**config.mk**
```make
export PLATFORM = sky130hd
export DESIGN_NAME = mem_stage_lsu
export DESIGN_NICKNAME = d
export VERILOG_FILES = /design/src/rtl/mem_stage_lsu.sv
export SDC_FILE = /design/constraint.sdc
export NUM_CORES = 1
export LEC_CHECK = 0
export CAP_MARGIN = 30
export CORE_MARGIN = 2
export CORE_UTILIZATION = 45
export DETAILED_ROUTE_END_ITERATION = 7
export GPL_TIMING_DRIVEN = 0
export PLACE_DENSITY = 0.76
export SETUP_SLACK_MARGIN = 0.5
export SLEW_MARGIN = 20
export SYNTH_ARGS = -nofsm -noshare
export SYNTH_HDL_FRONTEND = slang
export SYNTH_SLANG_ARGS = --single-unit
```
**constraint.sdc**
```tcl
create_clock -name clk -period 5.85 [get_ports clk]
set_input_delay 0.8775 -clock clk [delete_from_list [all_inputs] [get_ports clk]]
set_output_delay 0.8775 -clock clk [all_outputs]
set_load 0.02 [all_outputs]
```
**src/rtl/mem_stage_lsu.sv**
```systemverilog
// MEM pipeline stage load/store unit.
// Issues one data-memory access per memory instruction, stalls upstream
// stages while it waits for dmem_ack, aborts after TIMEOUT wait cycles,
// and registers the MEM/WB outputs.
module mem_stage_lsu #(
    parameter int unsigned TIMEOUT = 255
) (
    input  logic        clk,
    input  logic        rst,

    input  logic        in_valid,
    input  logic [1:0]  crt_wb_in,
    input  logic [4:0]  crt_mem_in,
    input  logic [31:0] alu_result_in,
    input  logic [31:0] dato_b_in,
    input  logic [4:0]  rd_in,

    output logic        stall_out,

    output logic        dmem_req,
    output logic        dmem_we,
    output logic [31:0] dmem_addr,
    output logic [3:0]  dmem_be,
    output logic [31:0] dmem_wdata,
    input  logic        dmem_ack,
    input  logic [31:0] dmem_rdata,

    output logic        out_valid,
    output logic [1:0]  crt_wb_out,
    output logic [31:0] mem_data_out,
    output logic [31:0] alu_result_out,
    output logic [4:0]  rd_out,
    output logic        misalign_out,
    output logic        bus_err_out
);

    localparam int unsigned CW = (TIMEOUT < 1) ? 1 : $clog2(TIMEOUT + 1);
    localparam logic [CW-1:0] TO_CNT = CW'(TIMEOUT);

    typedef enum logic {
        IDLE,
        ACCESS
    } state_t;

    state_t         state;
    logic [CW-1:0]  cnt;

    // Operation latched on entry to ACCESS
    logic           op_we_q;
    logic [2:0]     op_f3_q;
    logic [1:0]     op_lo_q;
    logic [1:0]     op_wb_q;
    logic [31:0]    op_alu_q;
    logic [4:0]     op_rd_q;

    // Decoded incoming instruction
    logic           mem_read;
    logic           mem_write;
    logic [2:0]     funct3;
    logic           is_mem;
    logic           misaligned;
    logic [3:0]     be_calc;
    logic [31:0]    wdata_calc;
    logic [31:0]    load_data;
    logic [31:0]    lane;

    // Decode control field, alignment check and store lane/byte-enable setup
    always_comb begin
        mem_read   = crt_mem_in[0];
        mem_write  = crt_mem_in[1];
        funct3     = crt_mem_in[4:2];
        is_mem     = mem_read | mem_write;
        misaligned = 1'b0;
        be_calc    = 4'b1111;
        wdata_calc = '0;
        case (funct3[1:0])
            2'b00:   misaligned = 1'b0;
            2'b01:   misaligned = alu_result_in[0];
            default: misaligned = (alu_result_in[1:0] != 2'b00);
        endcase
        // Read+write together is treated as a write
        if (mem_write) begin
            case (funct3[1:0])
                2'b00: begin
                    be_calc    = 4'b0001 << alu_result_in[1:0];
                    wdata_calc = {4{dato_b_in[7:0]}};
                end
                2'b01: begin
                    be_calc    = 4'b0011 << {alu_result_in[1], 1'b0};
                    wdata_calc = {2{dato_b_in[15:0]}};
                end
                default: begin
                    be_calc    = 4'b1111;
                    wdata_calc = dato_b_in;
                end
            endcase
        end
    end

    // Load lane selection and sign/zero extension from the returned word
    always_comb begin
        lane      = dmem_rdata >> {op_lo_q, 3'b000};
        load_data = dmem_rdata;
        case (op_f3_q)
            3'b000:  load_data = {{24{lane[7]}}, lane[7:0]};
            3'b100:  load_data = {24'h000000, lane[7:0]};
            3'b001:  load_data = {{16{lane[15]}}, lane[15:0]};
            3'b101:  load_data = {16'h0000, lane[15:0]};
            default: load_data = dmem_rdata;
        endcase
    end

    // Stall and bus strobes derived from state and current inputs
    always_comb begin
        dmem_req  = (state == ACCESS);
        dmem_we   = (state == ACCESS) && op_we_q;
        stall_out = 1'b0;
        if (!rst) begin
            if (state == IDLE)
                stall_out = in_valid && is_mem && !misaligned;
            else
                stall_out = !dmem_ack && (cnt != TO_CNT);
        end
    end

    // FSM, memory request registers and MEM/WB output registers
    always_ff @(posedge clk) begin
        if (rst) begin
            state          <= IDLE;
            cnt            <= '0;
            op_we_q        <= 1'b0;
            op_f3_q        <= '0;
            op_lo_q        <= '0;
            op_wb_q        <= '0;
            op_alu_q       <= '0;
            op_rd_q        <= '0;
            dmem_addr      <= '0;
            dmem_be        <= '0;
            dmem_wdata     <= '0;
            out_valid      <= 1'b0;
            crt_wb_out     <= '0;
            mem_data_out   <= '0;
            alu_result_out <= '0;
            rd_out         <= '0;
            misalign_out   <= 1'b0;
            bus_err_out    <= 1'b0;
        end else begin
            out_valid <= 1'b0;
            case (state)
                IDLE: begin
                    if (in_valid) begin
                        if (!is_mem) begin
                            out_valid      <= 1'b1;
                            crt_wb_out     <= crt_wb_in;
                            alu_result_out <= alu_result_in;
                            rd_out         <= rd_in;
                            mem_data_out   <= '0;
                            misalign_out   <= 1'b0;
                            bus_err_out    <= 1'b0;
                        end else if (misaligned) begin
                            out_valid      <= 1'b1;
                            crt_wb_out     <= '0;
                            alu_result_out <= alu_result_in;
                            rd_out         <= rd_in;
                            mem_data_out   <= '0;
                            misalign_out   <= 1'b1;
                            bus_err_out    <= 1'b0;
                        end else begin
                            op_we_q    <= mem_write;
                            op_f3_q    <= funct3;
                            op_lo_q    <= alu_result_in[1:0];
                            op_wb_q    <= crt_wb_in;
                            op_alu_q   <= alu_result_in;
                            op_rd_q    <= rd_in;
                            dmem_addr  <= {alu_result_in[31:2], 2'b00};
                            dmem_be    <= be_calc;
                            dmem_wdata <= wdata_calc;
                            cnt        <= '0;
                            state      <= ACCESS;
                        end
                    end
                end
                ACCESS: begin
                    // Ack takes priority over a coincident timeout
                    if (dmem_ack) begin
                        out_valid      <= 1'b1;
                        crt_wb_out     <= op_wb_q;
                        alu_result_out <= op_alu_q;
                        rd_out         <= op_rd_q;
                        mem_data_out   <= op_we_q ? '0 : load_data;
                        misalign_out   <= 1'b0;
                        bus_err_out    <= 1'b0;
                        state          <= IDLE;
                    end else if (cnt == TO_CNT) begin
                        out_valid      <= 1'b1;
                        crt_wb_out     <= '0;
                        alu_result_out <= op_alu_q;
                        rd_out         <= op_rd_q;
                        mem_data_out   <= '0;
                        misalign_out   <= 1'b0;
                        bus_err_out    <= 1'b1;
                        state          <= IDLE;
                    end else begin
                        cnt <= cnt + 1'b1;
                    end
                end
                default: state <= IDLE;
            endcase
        end
    end

endmodule

```
# [Word-level counts from Yosys, hierarchy flattened]
# Index checks and enable logic that the tools add are counted.
[word_totals] regBits=194 input_bits=112 out_inout_bits=145 wordCells=113
[classes] add_sub_neg=1 eq_ne=13 n_shift=3 n_mux=63 bitwise_logic=3 reduce_logical=12
[op_table] operator="32-bit two-way mux" n=12
[op_table] operator="32-bit case mux with 2 select lines" n=3
[op_table] operator="32-bit case mux with 4 select lines" n=1
[op_table] operator="8-bit two-way mux" n=5
[op_table] operator="32-bit by 5-bit >> shifter with 16-bit output" n=1
[op_table] operator="5-bit two-way mux" n=5
[op_table] operator="1-bit two-way mux" n=22
[op_table] operator="8-bit case mux with 2 select lines" n=1
[op_table] operator="2-bit two-way mux" n=5
[op_table] operator="2-bit != test, second input constant" n=5
[op_table] operator="1-bit case mux with 2 select lines" n=5
[op_table] operator="5-bit case mux with 2 select lines" n=1
[op_table] operator="8-bit by 1-bit adder with 8-bit output, second input constant" n=1
[op_table] operator="8-bit == test, second input constant" n=1
[op_table] operator="8-bit != test, second input constant" n=1
[op_table] operator="4-bit case mux with 2 select lines" n=1
[op_table] operator="3-bit == test, second input constant" n=2
[op_table] operator="5-bit AND reduction" n=1
[op_table] operator="1-bit logical AND" n=4
[op_table] operator="4-bit two-way mux" n=1
[op_table] operator="2-bit case mux with 2 select lines" n=1
[op_table] operator="4-bit AND reduction" n=1
[op_table] operator="1-bit by 2-bit left shift with 4-bit output, first input constant" n=1
[op_table] operator="2-bit by 2-bit left shift with 4-bit output, first input constant" n=1
[op_table] operator="other kinds (11)" n=13

# [Logic depth before layout (Yosys ltp)]
[logic_depth] depth_word=6 ltp_mapped=8 depth_no_buf=5

# [Worst setup path after synthesis]
# No wires, ideal clock.
[synth_timing] kind="input-to-output" start="in crt_mem_in[2]" end="out stall_out" arrival_time_ns=2.119 required_ns=4.973 slack_ns=2.853 cell_stages=6 n_path_buf=3 cell_sequence="buf_2 > nor2_8 > o211ai_2 > buf_2 > buf_2 > a21oi_1"
[synth_via] elab_chain_cells=6 elab_cells_between_ends=7 classes_between="eq/ne (1); mux (3); reduce/logical (3)"
[synth_rtl] item="start: declaration" line="13" text="input logic [4:0] crt_mem_in,"
[synth_rtl] item="2-bit by 1-bit == test with 1-bit output or 2-bit logical NOT (tied branches)" line="76" text="case (funct3[1:0])"
[synth_rtl] item="1-bit case mux with 2 select lines (*)" line="76"
[synth_rtl] item="1-bit logical NOT (*)" line="120" text="stall_out = in_valid && is_mem && !misaligned;"
[synth_rtl] item="1-bit logical AND (*)" line="120"
[synth_rtl] item="1-bit two-way mux (*)" line="119" text="if (state == IDLE)"
[synth_rtl] item="1-bit two-way mux (*)" line="118" text="if (!rst) begin"
[synth_rtl] item="end: declaration" line="18" text="output logic stall_out,"
# Mark *: on every way between the ends. The rest lies on a longest branch, timed or not.

# [Worst setup path in the final report]
[layout_timing] start="in alu_result_in[1]" end="out stall_out"
[layout_via] elab_chain_cells=6
[layout_rtl] item="start: declaration" line="14" text="input logic [31:0] alu_result_in,"
[layout_rtl] item="2-bit nonzero test" line="79" text="default: misaligned = (alu_result_in[1:0] != 2'b00);"
[layout_rtl] item="1-bit case mux with 2 select lines" line="76"
[layout_rtl] item="1-bit logical NOT" line="120"
[layout_rtl] item="1-bit logical AND" line="120"
[layout_rtl] item="1-bit two-way mux" line="119"
[layout_rtl] item="1-bit two-way mux" line="118"
# Every way passes these cells.

==> results_dict.tcl <==
set metrics [dict create \
    io_pins 257 \
    synthArstFlopShare_pct 0 \
    netlist_area_mm2 0.00728 \
    clk_pin_slew_ns 0.06 \
    clk_latency_ns 0.43 \
    cts_tree "yes" \
    pwr_density_cell_mw_per_mm2 266 \
    ff2ff_setup_slack_ns 3.47 \
    ys_seq_area_share_pct 44.5 \
    ys.flop_type "dfxtp_1" \
    cts_setup_buffers 0 \
    max_slew.worst_pin.slew_ns 0.773 \
    worstSetupPathDepth 7 \
    arrival_ns 3.41 \
    avgViaCountPerCell 5.42 \
    avgSynthCellArea_um2 9.27 \
    yosys.cell_count.top_type "dfxtp_1" \
    drcViolationCount 0 \
    vdd_drop_max_mv 0.210 \
    critPathLaunchType "primary input" \
    fp.dieArea_mm2 0.0172 \
    drt-total-wl_mm 23.4 \
    synth_edf_count 0 \
    setup-violations-final 0 \
    relSlewSlack_pct 48.5 \
    die_h_um 131 \
    rsz0062_at_grt "no" \
    clockBufferDepth 2 \
    yosysUniqueCellTypes 59 \
    path_class "in2out" \
    grt_pass1_wl_mm 36.7 \
    hp-class "reg2reg" \
    grt_max_degree 17 \
    cts-root-buf "clkbuf_16" \
    synth_top_area_cell "dfxtp_1" \
    track_usage_pct 26.6 \
    drv_slew 0 \
    core_area_mm2 0.0158 \
    cp-end-kind "output port" \
    ys_top_cells_by_count "dfxtp_1 (162), nand2_1 (103), a21oi_1 (92), mux2i_1 (79), a211oi_1 (40)" \
    vias 6972 \
    max_freq_mhz 233 \
    globalplace.congestion 0.918 \
    drt_iter0_markers 416 \
    run_status "completed" \
    initial_core_util_pct 46.0 \
    hold_depth 2 \
    cp_max_fo 10 \
    cts.sinks 162 \
    cp_top_family "buffers and inverters" \
    crit_buf_inv 4 \
    fin_skew_ns 0.00738 \
    wl_per_cell_um 18.2 \
    nNetsFinal 1170 \
    rr_worst_depth 6 \
    htreeDepth 4 \
    post-route-period-util_pct 73.2 \
    cts-resized-gates 0 \
    synth_area_leaders "dfxtp_1 (45%), mux2i_1 (11%), a21oi_1 (6.3%), nand2_1 (5.3%), a211oi_1 (4.1%)" \
    syn2layout_area_growth_pct 46.1 \
    p_leak_nw 3.92 \
    syn_inst 785 \
    io_buffers 252 \
    dp_hpwl_mm 17.4 \
    die_w_um 131 \
    period_minus_slack_ns 4.28 \
    crit_chain "clkdlybuf4s50_1, a21oi_1, o211ai_2, buf_2, buf_2, a21oi_1, clkdlybuf4s50_1" \
    grt_pass1_vias 6727 \
    num-fill-cells 1288 \
    synth_top_area_share_pct 44.5 \
    crit_slowest_cell "clkdlybuf4s50_1" \
    drive_above_1_share_pct 10.5 \
    grt-ovfl-total 0 \
    postCtsHoldBufs 0 \
    hold_slack_ns 0.456 \
    ant_nets 0 \
    yosys_warnings 0 \
    setup-tns-final_ns 0 \
    maxCapViolations 0 \
    slowest_delay_ns 0.67 \
    hold_viol_final 0 \
    worst_ep_required_time_ns 4.97 \
    diodes 0 \
    fp-row-count 46 \
    dr.pass1.iters 5 \
    cts_buffers 17 \
    antenna_found_initial 0 \
    ys_seq_elements 162 \
]
metal layers:
layer  vias to the layer above  GRT usage [%]  wire length (um)
met5                         -              0                 0
li1                       3390              -                 -
met2                       261           43.3             11100
met1                      3277           33.8             10200
met4                         0           11.0               712
met3                        44           6.64              1460
where the power goes:
part / internal [mW] / switching [mW]
Sequential: 1.16 / 0.0357
Combinational: 0.263 / 0.292
Clock: 0.592 / 0.481
cells by family (layout without fill, tap and decap cells):
logic type	after synthesis	after routing	synth area share, %
compound gates	256	256	24.5
xor+xnor	2	2	0.241
fa+ha+maj	1	1	0.172
buf+inv	109	393	7.99
flops	162	162	44.5
mux	82	82	11.5
other cells	1	2	0.0515
simple gates	172	172	11.0
stage by stage:
step           utilization, %  std cells  setup WS [ns]  power [mW]  instance area [um2]
6_report                 67.2       1286           1.57        2.82                10600
5_1_grt                  67.2       1286           1.51        2.94                10600
4_1_cts                  67.2       1286           1.62        2.84                10600
3_5_place_dp             63.7       1254           1.65        1.77                10100
3_3_place_gp             63.7       1254           1.63        1.77                10100
2_1_floorplan               -        786           2.85        1.50                 7280
cells in the final DEF (no fill, tap or decap), drive strengths merged, types with 4 or more instances in the layout:
cell type / n
nand3: 5
nand2b: 5
a221o: 24
a31oi: 4
buf: 69
mux2i: 79
nor2b: 4
nor3: 4
o211ai: 8
clkdlybuf4s50: 252
a22o: 17
inv: 15
clkinv: 4
o21ai: 23
a311oi: 6
o2bb2ai: 24
dfxtp: 162
clkbuf: 48
clkinvlp: 4
nand4: 4
a211oi: 40
and3: 8
nor2: 23
a21oi: 94
nand2: 103
layout make-up:
cell class,instances,area [um2],area share (%)
inverters,10,37.5,0.353
plain buffers,99,544,5.12
multi-input cells,515,3460,32.5
repair buffers,252,2520,23.7
clock inverters,14,131,1.24
flip-flops and latches,162,3240,30.5
well taps,216,270,2.54
clock buffers,18,429,4.03
registers in the layout, summed over array words and instances (netlist names), 2 cells and up:
signal          count
op_rd_q             5
dmem_be             4
mem_data_out       32
alu_result_out     32
op_f3_q             3
cnt                 8
dmem_wdata         32
op_alu_q           30
crt_wb_out          2
rd_out              5
op_wb_q             2
worst register-to-register path, delay by kind of cell (launching register included):
family	cells	cell delay, ns
AOI/OAI and AO/OA	3	1.04
adders and majority gates	1	0.29
buffers and inverters	1	0.24
DFF	1	0.43
and+or+nand+nor	1	0.28
path summary, 6_finish.rpt:
check	from	end
min reg2reg	op_wb_q[0]	op_wb_q[0]
min	op_wb_q[0]	op_wb_q[0]
max	alu_result_in[1]	stall_out
max reg2reg	cnt[0]	mem_data_out[9]
No activity file was read; power rests on OpenSTA's default activity.
